`config.mk`:
```
export PLATFORM = sky130hd
export DESIGN_NAME = ysyx_25020047_idu_pipe
export DESIGN_NICKNAME = d
export VERILOG_FILES = /design/src/rtl/ysyx_25020047_idu_pkg.sv /design/src/rtl/ysyx_25020047_idu_dec.sv /design/src/rtl/ysyx_25020047_idu_pipe.sv
export SDC_FILE = /design/constraint.sdc
export NUM_CORES = 2
export LEC_CHECK = 0
export ABC_AREA = 1
export ABC_CLOCK_PERIOD_IN_PS = 3550
export CAP_MARGIN = 25
export CORE_MARGIN = 4
export CORE_UTILIZATION = 40
export DETAILED_ROUTE_END_ITERATION = 8
export HOLD_SLACK_MARGIN = 0.05
export SLEW_MARGIN = 15
export SYNTH_ARGS = -nofsm -noshare
export SYNTH_HDL_FRONTEND = slang
export SYNTH_SLANG_ARGS = --single-unit
```
`constraint.sdc`:
```
create_clock -name clk -period 3.55 [get_ports clk]
set_input_delay 0.5325 -clock clk [delete_from_list [all_inputs] [get_ports clk]]
set_output_delay 0.5325 -clock clk [all_outputs]
set_load 0.01 [all_outputs]
```
`src/rtl/ysyx_25020047_idu_pkg.sv`:
```
// Shared decode constants for the IDU: opcode/funct fields, the one-hot
// instruction-type layout and the per-format register-use encoding.
package ysyx_25020047_idu_pkg;

    // Major opcodes
    localparam logic [6:0] OP_LUI    = 7'b0110111;
    localparam logic [6:0] OP_AUIPC  = 7'b0010111;
    localparam logic [6:0] OP_JAL    = 7'b1101111;
    localparam logic [6:0] OP_JALR   = 7'b1100111;
    localparam logic [6:0] OP_BRANCH = 7'b1100011;
    localparam logic [6:0] OP_LOAD   = 7'b0000011;
    localparam logic [6:0] OP_STORE  = 7'b0100011;
    localparam logic [6:0] OP_IMM    = 7'b0010011;
    localparam logic [6:0] OP_IMM32  = 7'b0011011;
    localparam logic [6:0] OP_REG    = 7'b0110011;
    localparam logic [6:0] OP_REG32  = 7'b0111011;
    localparam logic [6:0] OP_SYSTEM = 7'b1110011;

    // funct3 values
    localparam logic [2:0] F3_ADD  = 3'b000;
    localparam logic [2:0] F3_SLT  = 3'b010;
    localparam logic [2:0] F3_SLTU = 3'b011;
    localparam logic [2:0] F3_XOR  = 3'b100;
    localparam logic [2:0] F3_BEQ  = 3'b000;
    localparam logic [2:0] F3_BNE  = 3'b001;
    localparam logic [2:0] F3_B    = 3'b000;
    localparam logic [2:0] F3_W    = 3'b010;
    localparam logic [2:0] F3_D    = 3'b011;
    localparam logic [2:0] F3_BU   = 3'b100;

    // funct7 values
    localparam logic [6:0] F7_BASE = 7'b0000000;
    localparam logic [6:0] F7_ALT  = 7'b0100000;

    localparam logic [31:0] INST_EBREAK = 32'h0010_0073;

    // Bit positions inside the one-hot type vector; ILLEGAL has its own bit.
    typedef enum logic [4:0] {
        T_LUI, T_AUIPC, T_JAL, T_JALR, T_BEQ, T_BNE, T_LW, T_LBU, T_SW, T_SB,
        T_ADDI, T_SLTI, T_SLTIU, T_ADD, T_SUB, T_SLT, T_SLTU, T_XOR, T_EBREAK,
        T_LD, T_SD, T_ADDIW, T_ADDW, T_SUBW, T_ILLEGAL
    } type_idx_e;

    localparam int TYPE_W = int'(T_ILLEGAL) + 1;

    // Encoding formats; FMT_N carries no register and no immediate.
    typedef enum logic [2:0] {
        FMT_N, FMT_R, FMT_I, FMT_S, FMT_B, FMT_U, FMT_J
    } fmt_e;

    // Register-use flags implied by a format.
    typedef struct packed {
        logic rs1;
        logic rs2;
        logic rd;
    } use_t;

    function automatic use_t fmt_use(input fmt_e f);
        use_t u;
        u.rs1 = f inside {FMT_R, FMT_I, FMT_S, FMT_B};
        u.rs2 = f inside {FMT_R, FMT_S, FMT_B};
        u.rd  = f inside {FMT_R, FMT_I, FMT_U, FMT_J};
        return u;
    endfunction

endpackage

```
`src/rtl/ysyx_25020047_idu_dec.sv`:
```
// Combinational instruction decoder: one-hot type, sign-extended immediate,
// register indices, register-use flags, rd write enable and illegal flag.
module ysyx_25020047_idu_dec
    import ysyx_25020047_idu_pkg::*;
#(
    parameter int XLEN   = 32,
    parameter int NR_REG = 32,
    localparam int AW    = $clog2(NR_REG)
) (
    input  logic [31:0]       inst_i,
    output logic [TYPE_W-1:0] type_o,
    output logic [XLEN-1:0]   imm_o,
    output logic [AW-1:0]     rs1_o,
    output logic [AW-1:0]     rs2_o,
    output logic [AW-1:0]     rd_o,
    output logic              use_rs1_o,
    output logic              use_rs2_o,
    output logic              rd_wen_o,
    output logic              illegal_o
);

    localparam bit RV64 = (XLEN == 64);

    logic [6:0]  opcode;
    logic [2:0]  f3;
    logic [6:0]  f7;
    logic [4:0]  rs1_f;
    logic [4:0]  rs2_f;
    logic [4:0]  rd_f;
    type_idx_e   idx;
    fmt_e        fmt;
    use_t        use_f;
    logic        bad_reg;
    logic        illegal;
    logic [31:0] imm_i;
    logic [31:0] imm_s;
    logic [31:0] imm_b;
    logic [31:0] imm_u;
    logic [31:0] imm_j;
    logic [31:0] imm32;
    logic [XLEN-1:0] imm_sx;

    assign opcode = inst_i[6:0];
    assign f3     = inst_i[14:12];
    assign f7     = inst_i[31:25];
    assign rs1_f  = inst_i[19:15];
    assign rs2_f  = inst_i[24:20];
    assign rd_f   = inst_i[11:7];

    // Classify the instruction into a type index and an encoding format
    always_comb begin
        // NOTE: every variable gets a default before the case so no path leaves it unassigned (no latch).
        idx = T_ILLEGAL;
        fmt = FMT_N;
        case (opcode)
            OP_LUI:   begin idx = T_LUI;   fmt = FMT_U; end
            OP_AUIPC: begin idx = T_AUIPC; fmt = FMT_U; end
            OP_JAL:   begin idx = T_JAL;   fmt = FMT_J; end
            OP_JALR: begin
                if (f3 == F3_ADD) begin idx = T_JALR; fmt = FMT_I; end
            end
            OP_BRANCH: begin
                if (f3 == F3_BEQ)      begin idx = T_BEQ; fmt = FMT_B; end
                else if (f3 == F3_BNE) begin idx = T_BNE; fmt = FMT_B; end
            end
            OP_LOAD: begin
                if (f3 == F3_W)              begin idx = T_LW;  fmt = FMT_I; end
                else if (f3 == F3_BU)        begin idx = T_LBU; fmt = FMT_I; end
                else if (RV64 && f3 == F3_D) begin idx = T_LD;  fmt = FMT_I; end
            end
            OP_STORE: begin
                if (f3 == F3_W)              begin idx = T_SW; fmt = FMT_S; end
                else if (f3 == F3_B)         begin idx = T_SB; fmt = FMT_S; end
                else if (RV64 && f3 == F3_D) begin idx = T_SD; fmt = FMT_S; end
            end
            OP_IMM: begin
                if (f3 == F3_ADD)       begin idx = T_ADDI;  fmt = FMT_I; end
                else if (f3 == F3_SLT)  begin idx = T_SLTI;  fmt = FMT_I; end
                else if (f3 == F3_SLTU) begin idx = T_SLTIU; fmt = FMT_I; end
            end
            OP_IMM32: begin
                if (RV64 && f3 == F3_ADD) begin idx = T_ADDIW; fmt = FMT_I; end
            end
            OP_REG: begin
                if (f7 == F7_BASE) begin
                    case (f3)
                        F3_ADD:  begin idx = T_ADD;  fmt = FMT_R; end
                        F3_SLT:  begin idx = T_SLT;  fmt = FMT_R; end
                        F3_SLTU: begin idx = T_SLTU; fmt = FMT_R; end
                        F3_XOR:  begin idx = T_XOR;  fmt = FMT_R; end
                        default: ;
                    endcase
                end else if (f7 == F7_ALT && f3 == F3_ADD) begin
                    idx = T_SUB;
                    fmt = FMT_R;
                end
            end
            OP_REG32: begin
                if (RV64 && f3 == F3_ADD) begin
                    if (f7 == F7_BASE)     begin idx = T_ADDW; fmt = FMT_R; end
                    else if (f7 == F7_ALT) begin idx = T_SUBW; fmt = FMT_R; end
                end
            end
            OP_SYSTEM: begin
                if (inst_i == INST_EBREAK) begin idx = T_EBREAK; fmt = FMT_N; end
            end
            default: ;
        endcase
    end

    assign use_f = fmt_use(fmt);

    // A register index outside the implemented file makes the instruction illegal.
    assign bad_reg = (use_f.rs1 && (int'(rs1_f) >= NR_REG))
                   | (use_f.rs2 && (int'(rs2_f) >= NR_REG))
                   | (use_f.rd  && (int'(rd_f)  >= NR_REG));
    assign illegal = (idx == T_ILLEGAL) | bad_reg;

    assign imm_i = {{20{inst_i[31]}}, inst_i[31:20]};
    assign imm_s = {{20{inst_i[31]}}, inst_i[31:25], inst_i[11:7]};
    assign imm_b = {{20{inst_i[31]}}, inst_i[7], inst_i[30:25], inst_i[11:8], 1'b0};
    assign imm_u = {inst_i[31:12], 12'b0};
    assign imm_j = {{12{inst_i[31]}}, inst_i[19:12], inst_i[20], inst_i[30:21], 1'b0};

    // Pick the 32-bit immediate for the decoded format
    always_comb begin
        imm32 = '0;
        case (fmt)
            FMT_I:   imm32 = imm_i;
            FMT_S:   imm32 = imm_s;
            FMT_B:   imm32 = imm_b;
            FMT_U:   imm32 = imm_u;
            FMT_J:   imm32 = imm_j;
            default: imm32 = '0;
        endcase
    end

    // Kept as a separate signed cast so the sign extension is not lost in a mixed-sign ternary.
    assign imm_sx    = XLEN'($signed(imm32));
    assign imm_o     = illegal ? '0 : imm_sx;
    assign type_o    = illegal ? (TYPE_W'(1) << T_ILLEGAL) : (TYPE_W'(1) << idx);
    assign use_rs1_o = !illegal && use_f.rs1;
    assign use_rs2_o = !illegal && use_f.rs2;
    assign rd_wen_o  = !illegal && use_f.rd && (rd_f != 5'd0);
    assign rs1_o     = rs1_f[AW-1:0];
    assign rs2_o     = rs2_f[AW-1:0];
    assign rd_o      = rd_wen_o ? rd_f[AW-1:0] : '0;
    assign illegal_o = illegal;

endmodule

```
`src/rtl/ysyx_25020047_idu_pipe.sv`:
```
// Pipelined decode stage: decoder, GPR file with write-back bypass,
// per-register busy scoreboard, and a registered valid/ready output stage.
module ysyx_25020047_idu_pipe
    import ysyx_25020047_idu_pkg::*;
#(
    parameter int XLEN   = 32,
    parameter int NR_REG = 32,
    localparam int AW    = $clog2(NR_REG)
) (
    input  logic              clk,
    input  logic              rst,
    input  logic              in_valid,
    output logic              in_ready,
    input  logic [31:0]       in_inst,
    input  logic [XLEN-1:0]   in_pc,
    output logic              out_valid,
    input  logic              out_ready,
    output logic [TYPE_W-1:0] out_type,
    output logic [XLEN-1:0]   out_imm,
    output logic [XLEN-1:0]   out_rs1_val,
    output logic [XLEN-1:0]   out_rs2_val,
    output logic [AW-1:0]     out_rd,
    output logic              out_rd_wen,
    output logic [XLEN-1:0]   out_pc,
    input  logic              wb_valid,
    input  logic [AW-1:0]     wb_rd,
    input  logic [XLEN-1:0]   wb_data,
    input  logic              flush
);

    logic [TYPE_W-1:0] dec_type;
    logic [XLEN-1:0]   dec_imm;
    logic [AW-1:0]     dec_rs1;
    logic [AW-1:0]     dec_rs2;
    logic [AW-1:0]     dec_rd;
    logic              dec_use_rs1;
    logic              dec_use_rs2;
    logic              dec_rd_wen;
    logic              dec_illegal;

    logic [XLEN-1:0]   gpr_q [NR_REG];
    logic [NR_REG-1:0] sb_q;
    logic [NR_REG-1:0] sb_d;
    logic              valid_q;
    logic              valid_d;
    logic [TYPE_W-1:0] type_q;
    logic [XLEN-1:0]   imm_q;
    logic [XLEN-1:0]   rs1_val_q;
    logic [XLEN-1:0]   rs2_val_q;
    logic [AW-1:0]     rd_q;
    logic              rd_wen_q;
    logic [XLEN-1:0]   pc_q;

    logic [XLEN-1:0]   rs1_val;
    logic [XLEN-1:0]   rs2_val;
    logic              haz_rs1;
    logic              haz_rs2;
    logic              haz_rd;
    logic              hazard;
    logic              fire_in;

    ysyx_25020047_idu_dec #(
        .XLEN   (XLEN),
        .NR_REG (NR_REG)
    ) u_dec (
        .inst_i    (in_inst),
        .type_o    (dec_type),
        .imm_o     (dec_imm),
        .rs1_o     (dec_rs1),
        .rs2_o     (dec_rs2),
        .rd_o      (dec_rd),
        .use_rs1_o (dec_use_rs1),
        .use_rs2_o (dec_use_rs2),
        .rd_wen_o  (dec_rd_wen),
        .illegal_o (dec_illegal)
    );

    // Operand read: unused or x0 operands are 0, a same-cycle write-back wins over the array
    always_comb begin
        rs1_val = '0;
        rs2_val = '0;
        if (dec_use_rs1 && dec_rs1 != '0) begin
            rs1_val = (wb_valid && wb_rd == dec_rs1) ? wb_data : gpr_q[dec_rs1];
        end
        if (dec_use_rs2 && dec_rs2 != '0) begin
            rs2_val = (wb_valid && wb_rd == dec_rs2) ? wb_data : gpr_q[dec_rs2];
        end
    end

    // A busy register stalls issue unless its write-back lands this very cycle.
    assign haz_rs1  = dec_use_rs1 && sb_q[dec_rs1] && !(wb_valid && wb_rd == dec_rs1);
    assign haz_rs2  = dec_use_rs2 && sb_q[dec_rs2] && !(wb_valid && wb_rd == dec_rs2);
    assign haz_rd   = dec_rd_wen  && sb_q[dec_rd]  && !(wb_valid && wb_rd == dec_rd);
    assign hazard   = !dec_illegal && (haz_rs1 || haz_rs2 || haz_rd);

    assign in_ready = rst && (!valid_q || out_ready) && !hazard && !flush;
    assign fire_in  = in_valid && in_ready;

    // Scoreboard: write-back and flush clear, a new issue sets; the set is applied last so it wins
    always_comb begin
        sb_d = sb_q;
        if (wb_valid) begin
            sb_d[wb_rd] = 1'b0;
        end
        if (flush && valid_q && rd_wen_q) begin
            sb_d[rd_q] = 1'b0;
        end
        if (fire_in && dec_rd_wen) begin
            sb_d[dec_rd] = 1'b1;
        end
    end

    // Output-stage occupancy: a new issue refills, otherwise flush or consumption empties
    always_comb begin
        valid_d = valid_q;
        if (fire_in) begin
            valid_d = 1'b1;
        end else if (flush || out_ready) begin
            valid_d = 1'b0;
        end
    end

    // Output register: payload only moves on issue, so it holds steady during a stall
    always_ff @(posedge clk or negedge rst) begin
        // NOTE: state is updated with non-blocking assignments so all flops sample pre-edge values.
        if (!rst) begin
            valid_q   <= 1'b0;
            type_q    <= '0;
            imm_q     <= '0;
            rs1_val_q <= '0;
            rs2_val_q <= '0;
            rd_q      <= '0;
            rd_wen_q  <= 1'b0;
            pc_q      <= '0;
        end else begin
            valid_q <= valid_d;
            if (fire_in) begin
                type_q    <= dec_type;
                imm_q     <= dec_imm;
                rs1_val_q <= rs1_val;
                rs2_val_q <= rs2_val;
                rd_q      <= dec_rd;
                rd_wen_q  <= dec_rd_wen;
                pc_q      <= in_pc;
            end
        end
    end

    // Scoreboard register
    always_ff @(posedge clk or negedge rst) begin
        if (!rst) begin
            sb_q <= '0;
        end else begin
            sb_q <= sb_d;
        end
    end

    // GPR file: write-back at the clock edge, x0 is never written
    always_ff @(posedge clk or negedge rst) begin
        // NOTE: the GPR array is reset like ordinary state rather than left as uninitialised memory, because operands must read 0 after reset.
        if (!rst) begin
            for (int i = 0; i < NR_REG; i++) begin
                gpr_q[i] <= '0;
            end
        end else if (wb_valid && wb_rd != '0) begin
            gpr_q[wb_rd] <= wb_data;
        end
    end

    assign out_valid   = valid_q;
    assign out_type    = type_q;
    assign out_imm     = imm_q;
    assign out_rs1_val = rs1_val_q;
    assign out_rs2_val = rs2_val_q;
    assign out_rd      = rd_q;
    assign out_rd_wen  = rd_wen_q;
    assign out_pc      = pc_q;

endmodule
```
==> flow_metrics.env <==
export IMPL_status="finished clean"
export IMPL_vias_per_cell=6.09
export IMPL_synth_enable_flop_cells=0
export IMPL_ys_types=43
export IMPL_gp_congestion=0.936
export IMPL_synth_nets=8561
export IMPL_placed_cells=10500
export IMPL_antenna_found_initial=20
export IMPL_yosys_warnings=0
export IMPL_final_layout_size_suffix_gt1_frac=0.0929
export IMPL_power_mw=40.3
export IMPL_startpoint="in_inst[14]"
export IMPL_first_global_vias=61300
export IMPL_dieHeight_um=409
export IMPL_finalHoldViolations=0
export IMPL_yosysSeqAreaShare=0.473
export IMPL_regArea_um2=30400
export IMPL_ios=268
export IMPL_via_count=65700
export IMPL_rr_worst_depth=14
export IMPL_initial_core_util=0.404
export IMPL_cts_tree="yes"
export IMPL_syn_avg_cell_area_um2=7.61
export IMPL_synth_top_cell_by_area="dfrtp_1"
export IMPL_rrSetupSlack_ps=920
export IMPL_crit_path_end="in_ready"
export IMPL_synth_ff_type="dfrtp_1"
export IMPL_die_w_um=409
export IMPL_fillCellCount=15300
export IMPL_dieArea_um2=167000
export IMPL_pre_cts_slack_ps=-599
export IMPL_fin_cells=10800
export IMPL_end_kind="primary output"
export IMPL_wirelength_um=285000
export IMPL_maxSlewHeadroom=0.224
export IMPL_areaGrowthSynthToFinish_pct=19.1
export IMPL_synth_area_leaders="dfrtp_1, o21ai_0, nand2_1"
export IMPL_drv_cap=0
export IMPL_fin_nets=8622
export IMPL_port_buffers=267
export IMPL_finalCritPeriodShare=0.952
export IMPL_synth_top_area_frac=0.473
export IMPL_p_int_mw=27.7
export IMPL_htree_num_levels=4
export IMPL_p_sw_frac=0.311
export IMPL_critPathRequiredTime_ps=3020
export IMPL_critPathLaunchType="input port"
export IMPL_detail_route_antenna_nets=0
export IMPL_clk_pin_slew_worst_paths_ps=60
export IMPL_irDropWorstVdd_mv=0.408
export IMPL_netSwitchingPower_mw=12.5
export IMPL_yosysMostFrequentCell="nand2_1"
export IMPL_rsz0062_at_grt="false"
export IMPL_tightest_slew_ps=1160
export IMPL_finalCriticalPeriod_ps=3380
export IMPL_synthesis_area_um2=64300
export IMPL_root_buffer="clkbuf_16"
export IMPL_synth_seq_cells=1216
export IMPL_design_area_um2=76600
export IMPL_rows=146
export IMPL_gr_total_overflow=0
export IMPL_wl_per_cell_um=26.4
export IMPL_multi_input_area_um2=28700
export IMPL_grt_max_degree=166
export IMPL_worst_path_max_fanout=8
export IMPL_async_flop_share=1.00
export IMPL_setup_violations_final=0
export IMPL_skew_ps=39.9
export IMPL_rr_endpoint="out_rs1_val[7]"
export IMPL_placed_area_um2=71400
export IMPL_hpwl_um=172000
export IMPL_synth_commonest_cells="nand2_1, o21ai_0, dfrtp_1, a21oi_1, clkbuf_1"
export IMPL_drt_pass1_iterations=9
export IMPL_grt_pass1_wl_um=418000
export IMPL_drv_slew=0
export IMPL_numCtsBuffers=140
export IMPL_cts_sinks=1216
export IMPL_track_usage=0.331
export IMPL_drc_errors=0
export IMPL_clock_power_share=0.372
export IMPL_drtIter0Drc=9251
export IMPL_clk_path_buf_depth=3
export IMPL_r2r_start="sb_q[7]"
export IMPL_p_leak_nw=34.0
export IMPL_pwr_share_comb=0.186
export IMPL_syn_inst=8454
export IMPL_path_class="in -> out"
export IMPL_p_per_area_nw_per_um2=526
export IMPL_hold_class="in -> reg"
export IMPL_cp_arrival_ps=2850
export IMPL_insertion_delay_ps=820
export IMPL_setup_ws_ps=170
export IMPL_fp_coreArea_um2=159000
export IMPL_fmax_mhz=296
export IMPL_p_seq_frac=0.441
export IMPL_fin_util=0.481
==> critical path, cell delays in order <==
cell and delay [ps]:
dlygate4sd2_1 310, nor2_2 150, nand2_2 100, nand2_1 120, inv_2 50, nor2_2 100, nand3_1 110, nand2_1 90
nand2_2 90, nand2_8 160, nand3_4 120, buf_6 150, nand2_1 60, nand2_1 60, nand2_1 60, nand2_1 60
nor3_2 180, nand2_2 90, nand3_4 60, inv_2 40, buf_2 130
==> layout make-up <==
class                   count  area share
flip-flops and latches   1216       0.397
multi-input cells        5790       0.375
repair buffers            711      0.0977
clock buffers             198      0.0527
well taps                2146      0.0351
inverters                 656      0.0327
clock inverters            55     0.00894
diodes                     13    0.000425
==> worst min-delay path by stage <==
stage | from | to | slack, ps | depth (start not counted)
6_report | in_inst[29] | out_imm[9] | 160 | 4
5_1_grt | in_inst[29] | out_imm[9] | 200 | 4
4_1_cts | in_inst[27] | out_imm[7] | 210 | 4
3_5_place_dp | gpr_q[992] | gpr_q[992] | 370 | 0
3_3_place_gp | gpr_q[992] | gpr_q[992] | 370 | 0
2_1_floorplan | rst | gpr_q[0] | 240 | 0
==> power groups by stage <==
| stage | logic [mW] | clock network (mW) | registers [mW] |
|---|---|---|---|
| after floorplan | 4.69 | 0 | 17.7 |
| after global placement | 7.13 | 0 | 17.9 |
| after detailed placement | 7.31 | 0 | 17.9 |
| after CTS | 7.37 | 15.1 | 17.7 |
| after global routing | 8.41 | 15.7 | 18.1 |
| final | 7.51 | 15.0 | 17.8 |
==> placed cells by master (no fill, tap or decap), drive strengths merged, types with 7 or more instances in the layout <==
master	synthesis	final
o2111ai	39	39
dfrtp	1216	1216
inv	638	646
a211oi	12	12
dlymetal6s2s	0	7
nand2	1858	1859
nor3	33	33
o211ai	280	280
diode	0	13
nand3b	7	7
buf	104	453
o21ai	1639	1639
bufinv	0	10
o221ai	176	176
clkdlybuf4s50	0	239
o22ai	34	34
clkbuf	689	201
nand4	10	10
a21oi	845	845
a221oi	25	25
nand3	412	412
a311oi	46	46
dlygate4sd2	0	8
nor2	348	348
clkinv	18	53
==> per-stage QoR <==
| step | hold WS (ps) | TNS, ps |
|---|---|---|
| 3_5_place_dp | 368 | -62910 |
| 6_report | 164 | 0 |
| 2_1_floorplan | 237 | 0 |
| 3_3_place_gp | 365 | -50590 |
| 5_1_grt | 198 | 0 |
| 4_1_cts | 212 | 0 |
==> cell families after synthesis <==
| logic type | count (synthesis) | synth area share |
|---|---|---|
| simple gates | 2675 | 0.168 |
| flops | 1216 | 0.473 |
| compound gates | 3112 | 0.272 |
| buf+inv | 1449 | 0.0872 |
| xor+xnor | 2 | 0.000272 |
==> per-layer routing <==
metal,track usage,share of wire,wire length [um]
met3,0.0866,0.13,35900
met1,0.445,0.39,112000
met5,0,0.00017,49
met4,0.179,0.062,17800
met2,0.487,0.42,120000
==> sequential cells by signal (all words and copies together) (netlist names) <==
register / cells
out_valid: 1
out_rs1_val: 32
sb_q: 32
out_rd: 5
out_type: 25
out_imm: 32
out_pc: 32
gpr_q: 1024
out_rs2_val: 32
out_rd_wen: 1
==> timing repair <==
item                                    4_1_cts  5_1_grt
pin swaps                                    16       16
gates resized for setup                      50       34
hold endpoints to repair                    150        0
endpoints found under the setup margin        1        1
gates cloned                                  0        2
buffers inserted                              8        4
hold buffers                                  1        0
(Power assumes the default switching activity.)
